### src/rtl/dtc_pkg.sv
// Shared types and constants for the decision-tree classifier pipeline.
// Imported by the thermometer decoder and the window accumulator.
package dtc_pkg;

  localparam int FEAT_W    = 9;
  localparam int THERM_W   = 9;
  localparam int LEVEL_W   = 4;
  localparam int LEVEL_MAX = 9;

  typedef enum logic {
    ACCUM = 1'b0,
    HOLD  = 1'b1
  } dtc_state_e;

endpackage

### src/rtl/dtc_therm_decode.sv
// Thermometer code to level decoder with legality check.
// Pure combinational; level is the popcount of the code.
module dtc_therm_decode
  import dtc_pkg::*;
(
  input  logic [THERM_W-1:0] therm,
  output logic [LEVEL_W-1:0] level,
  output logic               legal
);

  logic [THERM_W-1:0] mask;

  always_comb begin
    level = '0;
    for (int i = 0; i < THERM_W; i++) begin
      level = level + LEVEL_W'(therm[i]);
    end
  end

  // Level 9 shifts the one out, so 0 - 1 wraps to all ones.
  assign mask  = (THERM_W'(1) << level) - THERM_W'(1);
  assign legal = (therm == mask);

endmodule

### src/rtl/dtc_therm_accum.sv
// Per-window accumulator of thermometer levels: sum, min, max, error count.
// Emits one result record per window over a valid/ready handshake.
module dtc_therm_accum
  import dtc_pkg::*;
#(
  parameter int WINDOW = 16,
  parameter int SUM_W  = $clog2(9*WINDOW+1),
  parameter int CNT_W  = $clog2(WINDOW+1)
) (
  input  logic               clk,
  input  logic               rst_n,
  input  logic               s_valid,
  output logic               s_ready,
  input  logic [THERM_W-1:0] s_therm,
  input  logic               flush,
  output logic               m_valid,
  input  logic               m_ready,
  output logic [SUM_W-1:0]   m_sum,
  output logic [LEVEL_W-1:0] m_min,
  output logic [LEVEL_W-1:0] m_max,
  output logic [CNT_W-1:0]   m_count,
  output logic [CNT_W-1:0]   m_err
);

  localparam logic [LEVEL_W-1:0] LMAX = LEVEL_W'(LEVEL_MAX);
  localparam logic [CNT_W-1:0]   WEND = CNT_W'(WINDOW);

  dtc_state_e state_q, state_d;

  logic               s_ready_q, s_ready_d;
  logic               m_valid_q, m_valid_d;
  logic [SUM_W-1:0]   sum_q, sum_d;
  logic [LEVEL_W-1:0] min_q, min_d;
  logic [LEVEL_W-1:0] max_q, max_d;
  logic [CNT_W-1:0]   cnt_q, cnt_d;
  logic [CNT_W-1:0]   err_q, err_d;
  logic [SUM_W-1:0]   m_sum_q, m_sum_d;
  logic [LEVEL_W-1:0] m_min_q, m_min_d;
  logic [LEVEL_W-1:0] m_max_q, m_max_d;
  logic [CNT_W-1:0]   m_cnt_q, m_cnt_d;
  logic [CNT_W-1:0]   m_err_q, m_err_d;

  logic [LEVEL_W-1:0] lvl;
  logic               legal;
  logic               accept;
  logic               close;
  logic [SUM_W-1:0]   sum_n;
  logic [LEVEL_W-1:0] min_n;
  logic [LEVEL_W-1:0] max_n;
  logic [CNT_W-1:0]   cnt_n;
  logic [CNT_W-1:0]   err_n;

  dtc_therm_decode u_dec (
    .therm (s_therm),
    .level (lvl),
    .legal (legal)
  );

  assign accept = s_valid & s_ready_q;

  // Running values including the sample accepted this cycle.
  always_comb begin
    sum_n = sum_q;
    min_n = min_q;
    max_n = max_q;
    cnt_n = cnt_q;
    err_n = err_q;
    if (accept) begin
      cnt_n = cnt_q + CNT_W'(1);
      if (legal) begin
        sum_n = sum_q + SUM_W'(lvl);
        min_n = (lvl < min_q) ? lvl : min_q;
        max_n = (lvl > max_q) ? lvl : max_q;
      end else begin
        err_n = err_q + CNT_W'(1);
      end
    end
  end

  always_comb begin
    state_d = state_q;
    sum_d   = sum_q;
    min_d   = min_q;
    max_d   = max_q;
    cnt_d   = cnt_q;
    err_d   = err_q;
    m_sum_d = m_sum_q;
    m_min_d = m_min_q;
    m_max_d = m_max_q;
    m_cnt_d = m_cnt_q;
    m_err_d = m_err_q;
    close   = 1'b0;
    unique case (state_q)
      ACCUM: begin
        close = (accept && cnt_n == WEND) ||
                (flush && cnt_n != '0);
        if (close) begin
          m_sum_d = sum_n;
          m_min_d = min_n;
          m_max_d = max_n;
          m_cnt_d = cnt_n;
          m_err_d = err_n;
          sum_d   = '0;
          min_d   = LMAX;
          max_d   = '0;
          cnt_d   = '0;
          err_d   = '0;
          state_d = HOLD;
        end else begin
          sum_d = sum_n;
          min_d = min_n;
          max_d = max_n;
          cnt_d = cnt_n;
          err_d = err_n;
        end
      end
      HOLD: begin
        if (m_ready) state_d = ACCUM;
      end
      default: state_d = ACCUM;
    endcase
    s_ready_d = (state_d == ACCUM);
    m_valid_d = (state_d == HOLD);
  end

  always_ff @(posedge clk or negedge rst_n) begin
    if (!rst_n) begin
      state_q   <= ACCUM;
      s_ready_q <= 1'b0;
      m_valid_q <= 1'b0;
      sum_q     <= '0;
      min_q     <= LMAX;
      max_q     <= '0;
      cnt_q     <= '0;
      err_q     <= '0;
      m_sum_q   <= '0;
      m_min_q   <= LMAX;
      m_max_q   <= '0;
      m_cnt_q   <= '0;
      m_err_q   <= '0;
    end else begin
      state_q   <= state_d;
      s_ready_q <= s_ready_d;
      m_valid_q <= m_valid_d;
      sum_q     <= sum_d;
      min_q     <= min_d;
      max_q     <= max_d;
      cnt_q     <= cnt_d;
      err_q     <= err_d;
      m_sum_q   <= m_sum_d;
      m_min_q   <= m_min_d;
      m_max_q   <= m_max_d;
      m_cnt_q   <= m_cnt_d;
      m_err_q   <= m_err_d;
    end
  end

  assign s_ready = s_ready_q;
  assign m_valid = m_valid_q;
  assign m_sum   = m_sum_q;
  assign m_min   = m_min_q;
  assign m_max   = m_max_q;
  assign m_count = m_cnt_q;
  assign m_err   = m_err_q;

endmodule

### config.mk
export PLATFORM = sky130hd
export DESIGN_NAME = dtc_therm_accum
export DESIGN_NICKNAME = d
export VERILOG_FILES = /design/src/rtl/dtc_pkg.sv /design/src/rtl/dtc_therm_decode.sv /design/src/rtl/dtc_therm_accum.sv
export SDC_FILE = /design/constraint.sdc
export NUM_CORES = 1
export LEC_CHECK = 0
export CAP_MARGIN = 5
export CORE_UTILIZATION = 35
export DETAILED_ROUTE_END_ITERATION = 8
export REMOVE_ABC_BUFFERS = 1
export SYNTH_ARGS = -nofsm -noshare
export SYNTH_HDL_FRONTEND = slang
export SYNTH_SLANG_ARGS = --single-unit
### constraint.sdc
create_clock -name clk -period 6.8 [get_ports clk]
set_clock_uncertainty 0.2 [all_clocks]
set_input_delay 2.04 -clock clk [delete_from_list [all_inputs] [get_ports clk]]
set_output_delay 2.04 -clock clk [all_outputs]
set_load 0.02 [all_outputs]
==> impl_metrics.py, run 1 <==
metrics = {
    "yosys": {
        "synthArstFlopShare": 1.00,
        "synthFlopType": "dfrtp_1",
        "yosysTopAreaCellShare": 0.336,
        "synthTopCellsByArea": "dfrtp_1, ha_1, nand2_1, inv_1, dfstp_2",
        "syn_area_mm2": 0.00373,
        "yosysSeqAreaShare": 0.364,
        "synth.avg_cell_area_um2": 8.71,
        "yosysUniqueCellTypes": 64,
        "synth-seq-cells": 54,
        "netlist_instances": 428,
        "synth_edf_count": 0,
        "synth_area_leader_cell": "dfrtp_1",
        "synth_warnings": 0,
    },
    "min_path": {
        "min_from": "m_min[3]$_DFFE_PN1P_",
        "hp-class": "reg2reg",
    },
    "pwr": {
        "power_density_mw_per_mm2": 413,
        "ir_drop_mv": 0.216,
        "clock_power_share": 0.101,
        "swShare": 0.468,
        "p_leak_nw": 2.24,
        "p_sw_mw": 1.01,
        "p_int_mw": 1.14,
        "combPwrFrac": 0.641,
        "seqPwrFrac": 0.258,
    },
    "critical_path": {
        "cp-start-kind": "primary input",
        "endpoint_kind": "flop",
        "crit_fanout": 7,
        "rr_startpoint": "cnt_q[2]$_DFFE_PN0N_",
        "startpoint": "s_therm[0]",
        "arrival_ns": 7.23,
        "cp.required_ns": 6.80,
        "path_class": "in2reg",
    },
    "drt": {
        "vias": 3500,
        "avgRoutedWirePerCell_um": 15.4,
        "ant_nets": 0,
        "drt-pass1-iter-count": 5,
        "viasPerCell": 5.35,
        "postRouteWirelength_um": 10100,
        "drt-initial-drc-count": 157,
        "post-route-drc-count": 0,
    },
    "place": {
        "place.gp.congestion": 0.861,
        "port_buffers": 41,
        "place_area_mm2": 0.00459,
        "dp.cells": 630,
        "hpwlAfterDp_um": 6710,
        "place_ws_ns": -1.32,
    },
    "status": {
        "status": "finished with violations",
        "violations": "setup timing",
    },
    "grt": {
        "grtUsageTotal": 0.196,
        "grt_use_met2": 0.326,
        "first_global_vias": 3588,
        "met1_usage": 0.274,
        "grt_util_met3": 0.0243,
        "grt_pass1_wl_um": 17600,
        "overflow": 0,
        "grt.busiest_layer": "met2",
        "antenna_found_initial": 0,
        "grt_max_degree": 55,
    },
    "finish": {
        "area_delta_synth_final_pct": 39.9,
        "final_common_cell": "nand2_1",
        "final_cell_mix": "nand2_1, dfrtp_1, buf_4, clkdlybuf4s50_1, inv_1",
        "fin_nets": 555,
        "fillers": 962,
        "utilization": 0.505,
        "diodes": 0,
        "layout.cells.non_filler": 654,
        "drive_gt1_frac": 0.266,
        "fin_area_mm2": 0.00522,
    },
    "floorplan": {
        "ios": 42,
        "rows": 37,
        "initial_core_util": 0.361,
        "die_h_um": 105,
        "die_width_um": 105,
        "die_area_mm2": 0.0111,
        "fp.coreArea_mm2": 0.0103,
    },
    "timing": {
        "setup_viol": 42,
        "fmax_mhz": 138,
        "relSlewSlack": 0.384,
        "worstMarginPinSlew_ns": 0.924,
        "fin_crit_sh": 1.06,
        "fin_crit_ns": 7.23,
        "maxSlewViolCount": 0,
        "worst_slack_ns": -0.434,
        "rsz0062_at_grt": "yes",
        "finalHoldViolations": 0,
    },
    "clocking": {
        "htreeDepth": 2,
        "cts_sinks": 54,
        "cts_tree": "done",
        "clk_path_buf_depth": 2,
        "cts.clk_slew.worst_paths_ns": 0.11,
        "postCtsHoldBufs": 0,
        "cts_buffers": 5,
        "clk-insertion-delay-late_ns": 0.31,
        "root_buffer": "clkbuf_8",
    },
    "run": {
        "cap_viol_max_count": 0,
    },
}
-- power groups by stage --
stage / Clock, mW / Sequential (mW) / Combinational [mW]
final: 0.218 / 0.555 / 1.38
after global routing: 0.234 / 0.571 / 1.52
after CTS: 0.223 / 0.554 / 1.32
after detailed placement: 0 / 0.561 / 1.21
after global placement: 0 / 0.556 / 1.19
after floorplan: 0 / 0.634 / 0.652
-- synthesized netlist by cell type (3+ instances only) --
library cell and number:
ha_1 19, nand3_1 18, a221o_1 3, o221ai_1 3, xor2_1 6, xnor2_1 11, nor3_1 12, o22ai_1 5
a32oi_1 3, dfstp_2 4, o21ai_1 6, o211ai_1 10, a2111oi_0 3, buf_2 5, nor2b_1 4, a211oi_1 5
nand2_1 62, or4_1 3, nand2b_1 3, dfrtp_1 50, o21ai_0 19, nand3b_1 6, a21oi_1 17, o31ai_1 3
inv_1 30, mux2i_1 4, or3_1 5, nand4_1 10, clkbuf_1 20, a31oi_1 5, nor2_1 22, a21o_1 4
o21a_1 4, fa_1 5
-- repair_timing --
action                                  4_1_cts  5_1_grt
setup buffers                                11        5
endpoints found under the setup margin       42       42
resized for setup                            80       31
pin swaps                                    48       32
cloned                                        2        0
-- path summary, 6_finish.rpt --
path                                         to  slack (ns)  cells past startpoint
min                        m_min[3]$_DFFE_PN1P_        0.27                      2
max reg2reg                m_sum[1]$_DFFE_PN0P_        3.35                      8
max in group asynchronous  sum_q[3]$_DFFE_PN0N_        4.28                      2
max                        min_q[1]$_DFFE_PN0N_       -0.43                     23
min reg2reg                m_min[3]$_DFFE_PN1P_        0.27                      2
min in group asynchronous  m_sum[1]$_DFFE_PN0P_        1.64                      2
-- state kept, by name (all words and copies together), names as in the netlist --
| signal | count |
|---|---|
| cnt_q | 5 |
| s_ready | 1 |
| m_sum | 8 |
| m_valid | 1 |
| m_err | 5 |
| max_q | 4 |
| err_q | 5 |
| m_max | 4 |
| min_q | 4 |
| m_min | 4 |
| m_count | 5 |
| sum_q | 8 |
-- metrics by stage --
step                TNS, ns  power, mW  hold WS, ns
finish               -13.73       2.15        0.273
global route         -21.12       2.33        0.301
CTS                  -18.92       2.10        0.283
detailed placement   -52.18       1.77        0.270
global placement     -46.48       1.74        0.264
floorplan            -44.05       1.29        0.270
-- critical path, cell delays in order --
cell and delay (ns):
buf_8 0.10, ha_4 0.25, inv_2 0.03, fa_1 0.45, fa_1 0.51, fa_1 0.41, inv_1 0.07, ha_2 0.18
inv_2 0.04, fa_2 0.37, xnor2_4 0.19, inv_2 0.05, or3_4 0.39, ha_4 0.18, or4b_4 0.54, a2111oi_4 0.20
a311o_1 0.21, o221ai_4 0.15, buf_6 0.16, nor4b_4 0.21, buf_6 0.16, nor3_1 0.04, a221o_1 0.28
-- area by class of cell --
type	instances	area [um^2]	share of cell area
clock buffer	5	68.8	0.0132
clock inverter	3	40.0	0.00768
inverter	32	120	0.0230
multi-input combinational	315	2450	0.470
sequential	54	1360	0.260
tap	136	170	0.0326
timing repair buffer	109	1010	0.193
-- layer usage --
layer | routed length (um) | up-vias
met5 | 0 | -
met4 | 74 | 0
met3 | 456 | 10
met2 | 5030 | 85
met1 | 4520 | 1692
li1 | - | 1713
-- logic make-up after synthesis --
logic type | Yosys count | share of synthesized area
flip-flops | 54 | 0.364
XOR/XNOR | 18 | 0.0473
AO/OA/AOI/OAI | 106 | 0.197
buffers and inverters | 59 | 0.0611
adder cells (fa/ha/maj) | 24 | 0.0906
AND/OR/NAND/NOR | 163 | 0.230
multiplexers | 4 | 0.0107
No activity file was read; power rests on OpenSTA's default activity.
==> run 2, diff against run 1 <==
--- a/config.mk
+++ b/config.mk
@@ -7,6 +7,7 @@
 export LEC_CHECK = 0
 export CAP_MARGIN = 5
 export CORE_UTILIZATION = 35
+export CTS_CLUSTER_DIAMETER = 40
 export DETAILED_ROUTE_END_ITERATION = 8
 export REMOVE_ABC_BUFFERS = 1
 export SYNTH_ARGS = -nofsm -noshare
==> results of run 2 <==
Same layout as run 1: the final DEF is identical, and so are final timing and power.
==> run 3, diff against run 2 <==
--- a/config.mk
+++ b/config.mk
@@ -7,8 +7,9 @@
 export LEC_CHECK = 0
 export CAP_MARGIN = 5
 export CORE_UTILIZATION = 35
-export CTS_CLUSTER_DIAMETER = 40
+export CTS_BUF_LIST = sky130_fd_sc_hd__clkbuf_16
 export DETAILED_ROUTE_END_ITERATION = 8
+export GPL_TIMING_DRIVEN = 0
 export REMOVE_ABC_BUFFERS = 1
 export SYNTH_ARGS = -nofsm -noshare
 export SYNTH_HDL_FRONTEND = slang
==> impl_metrics.py, run 3 (synthesis results as in run 1) <==
metrics = {
    "clocking": {
        "clk_path_buf_depth": 2,
        "root_buffer": "clkbuf_16",
        "postCtsHoldBufs": 0,
        "cts_sinks": 54,
        "clk-insertion-delay-late_ns": 0.29,
        "cts_buffers": 5,
        "cts_tree": "done",
        "htreeDepth": 2,
        "cts.clk_slew.worst_paths_ns": 0.07,
    },
    "critical_path": {
        "cp-start-kind": "primary input",
        "rrSetupSlack_ns": 3.00,
        "path_class": "in2reg",
        "arrival_ns": 7.55,
        "r2r_end": "m_max[1]$_DFFE_PN0P_",
        "rr_startpoint": "m_valid$_DFF_PN0_",
        "crit_fanout": 6,
        "endpoint_kind": "flop",
        "cp.required_ns": 6.81,
        "crit_end": "m_max[0]$_DFFE_PN0P_",
        "r2r_cells": 4,
        "startpoint": "s_therm[0]",
    },
    "place": {
        "place_area_mm2": 0.00425,
        "place.gp.congestion": 0.810,
        "port_buffers": 41,
        "hpwlAfterDp_um": 6240,
    },
    "timing": {
        "finalHoldViolations": 0,
        "setup_viol": 42,
        "fin_crit_sh": 1.11,
        "fmax_mhz": 133,
        "worst_slack_ns": -0.737,
        "worstMarginPinSlew_ns": 1.11,
        "fin_crit_ns": 7.54,
        "maxSlewViolCount": 0,
        "rsz0062_at_grt": "yes",
        "relSlewSlack": 0.260,
    },
    "floorplan": {
        "fp.coreArea_mm2": 0.0103,
        "die_area_mm2": 0.0111,
        "rows": 37,
        "ios": 42,
        "die_h_um": 105,
        "initial_core_util": 0.361,
        "die_width_um": 105,
    },
    "min_path": {
        "hp-class": "reg2reg",
    },
    "pwr": {
        "p_total_mw": 2.22,
        "power_density_mw_per_mm2": 433,
        "ir_drop_mv": 0.187,
        "p_leak_nw": 2.16,
    },
    "drt": {
        "vias": 3432,
        "drt-pass1-iter-count": 4,
        "ant_nets": 0,
        "avgRoutedWirePerCell_um": 16.3,
        "drt-initial-drc-count": 223,
        "post-route-drc-count": 0,
        "postRouteWirelength_um": 10200,
        "viasPerCell": 5.48,
    },
    "finish": {
        "diodes": 0,
        "area_delta_synth_final_pct": 37.6,
        "fillers": 942,
        "final_common_cell": "nand2_1",
        "drive_gt1_frac": 0.231,
        "fin_nets": 527,
        "fin_area_mm2": 0.00513,
        "utilization": 0.497,
        "final_cell_mix": "nand2_1, dfrtp_1, clkdlybuf4s50_1, inv_1, buf_4",
    },
    "grt": {
        "grt_pass1_wl_um": 17000,
        "first_global_vias": 3459,
        "grtUsageTotal": 0.190,
        "overflow": 0,
        "grt_max_degree": 34,
        "antenna_found_initial": 0,
    },
    "status": {
        "violations": "setup timing",
        "status": "finished with violations",
    },
    "run": {
        "cap_viol_max_count": 0,
    },
}
[run 3: changes by cell type in the layout (fill, tap and decap cells not counted), moves of 5 or more]
cell,change
buf_4,-22
buf_6,-12
o21ai_1,-6
clkbuf_16,+5
clkbuf_8,-5
o21ai_0,+5
[run 3: how the worst min path moves through the flow]
| stage | from | endpoint | slack (ns) | depth (start not counted) |
|---|---|---|---|---|
| final | m_min[3]$_DFFE_PN1P_ | m_min[3]$_DFFE_PN1P_ | 0.28 | 2 |
| after CTS | m_min[3]$_DFFE_PN1P_ | m_min[3]$_DFFE_PN1P_ | 0.28 | 2 |
| after floorplan | err_q[4]$_DFFE_PN0N_ | err_q[4]$_DFFE_PN0N_ | 0.27 | 1 |
| after global routing | m_err[0]$_DFFE_PN0P_ | m_err[0]$_DFFE_PN0P_ | 0.30 | 2 |
| after global placement | m_sum[2]$_DFFE_PN0P_ | m_sum[2]$_DFFE_PN0P_ | 0.26 | 2 |
| after detailed placement | m_sum[7]$_DFFE_PN0P_ | m_sum[7]$_DFFE_PN0P_ | 0.27 | 2 |
[run 3: cell type report]
class,count,area [um^2],share of cell area
Clock buffer,5,125,0.0244
Clock inverter,3,37.5,0.00732
Inverter,32,130,0.0254
Multi-Input combinational cell,315,2480,0.484
Sequential cell,54,1360,0.265
Tap cell,136,170,0.0332
Timing Repair Buffer,81,827,0.161
[run 3: worst max-delay path: stages]
cell	delay (ns)
buf_8	0.10
ha_4	0.25
inv_2	0.03
fa_1	0.46
fa_2	0.54
fa_1	0.42
inv_2	0.08
ha_4	0.15
inv_4	0.04
fa_2	0.43
xnor2_4	0.28
inv_6	0.04
or3_4	0.39
ha_4	0.21
or4b_4	0.50
a2111oi_4	0.19
a311o_1	0.25
o221ai_4	0.21
buf_6	0.19
or2_4	0.26
or3_1	0.34
o211ai_2	0.15
[run 3: power breakdown]
part | total [mW] | leakage, nW | internal (mW) | switching, mW
combinational | 1.35 | 1.40 | 0.581 | 0.765
clock | 0.288 | 0.0864 | 0.172 | 0.116
sequential | 0.585 | 0.672 | 0.447 | 0.138
[run 3: stage by stage]
stage	worst slack, ns	hold WS, ns	instances	setup TNS, ns
after global placement	-2.72	0.259	578	-95.77
after detailed placement	-2.79	0.270	580	-100.43
after CTS	-0.728	0.279	624	-24.94
final	-0.737	0.275	626	-25.61
after floorplan	-1.43	0.270	401	-44.05
after global routing	-0.845	0.303	626	-31.55
[run 3: routing by layer]
metal  track usage  vias up  wire length, um
met5             0        -                0
met4        0.0322        0               57
met3        0.0243        4              365
met2         0.334       85             5310
met1         0.251     1681             4450
li1              -     1662                -
[run 3: timing repair]
action,CTS,global route
cloned,1,0
endpoints found under the setup margin,42,42
gates resized for setup,85,21
endpoints found under the hold margin,0,0
buffers inserted,35,3
pin swaps,52,20
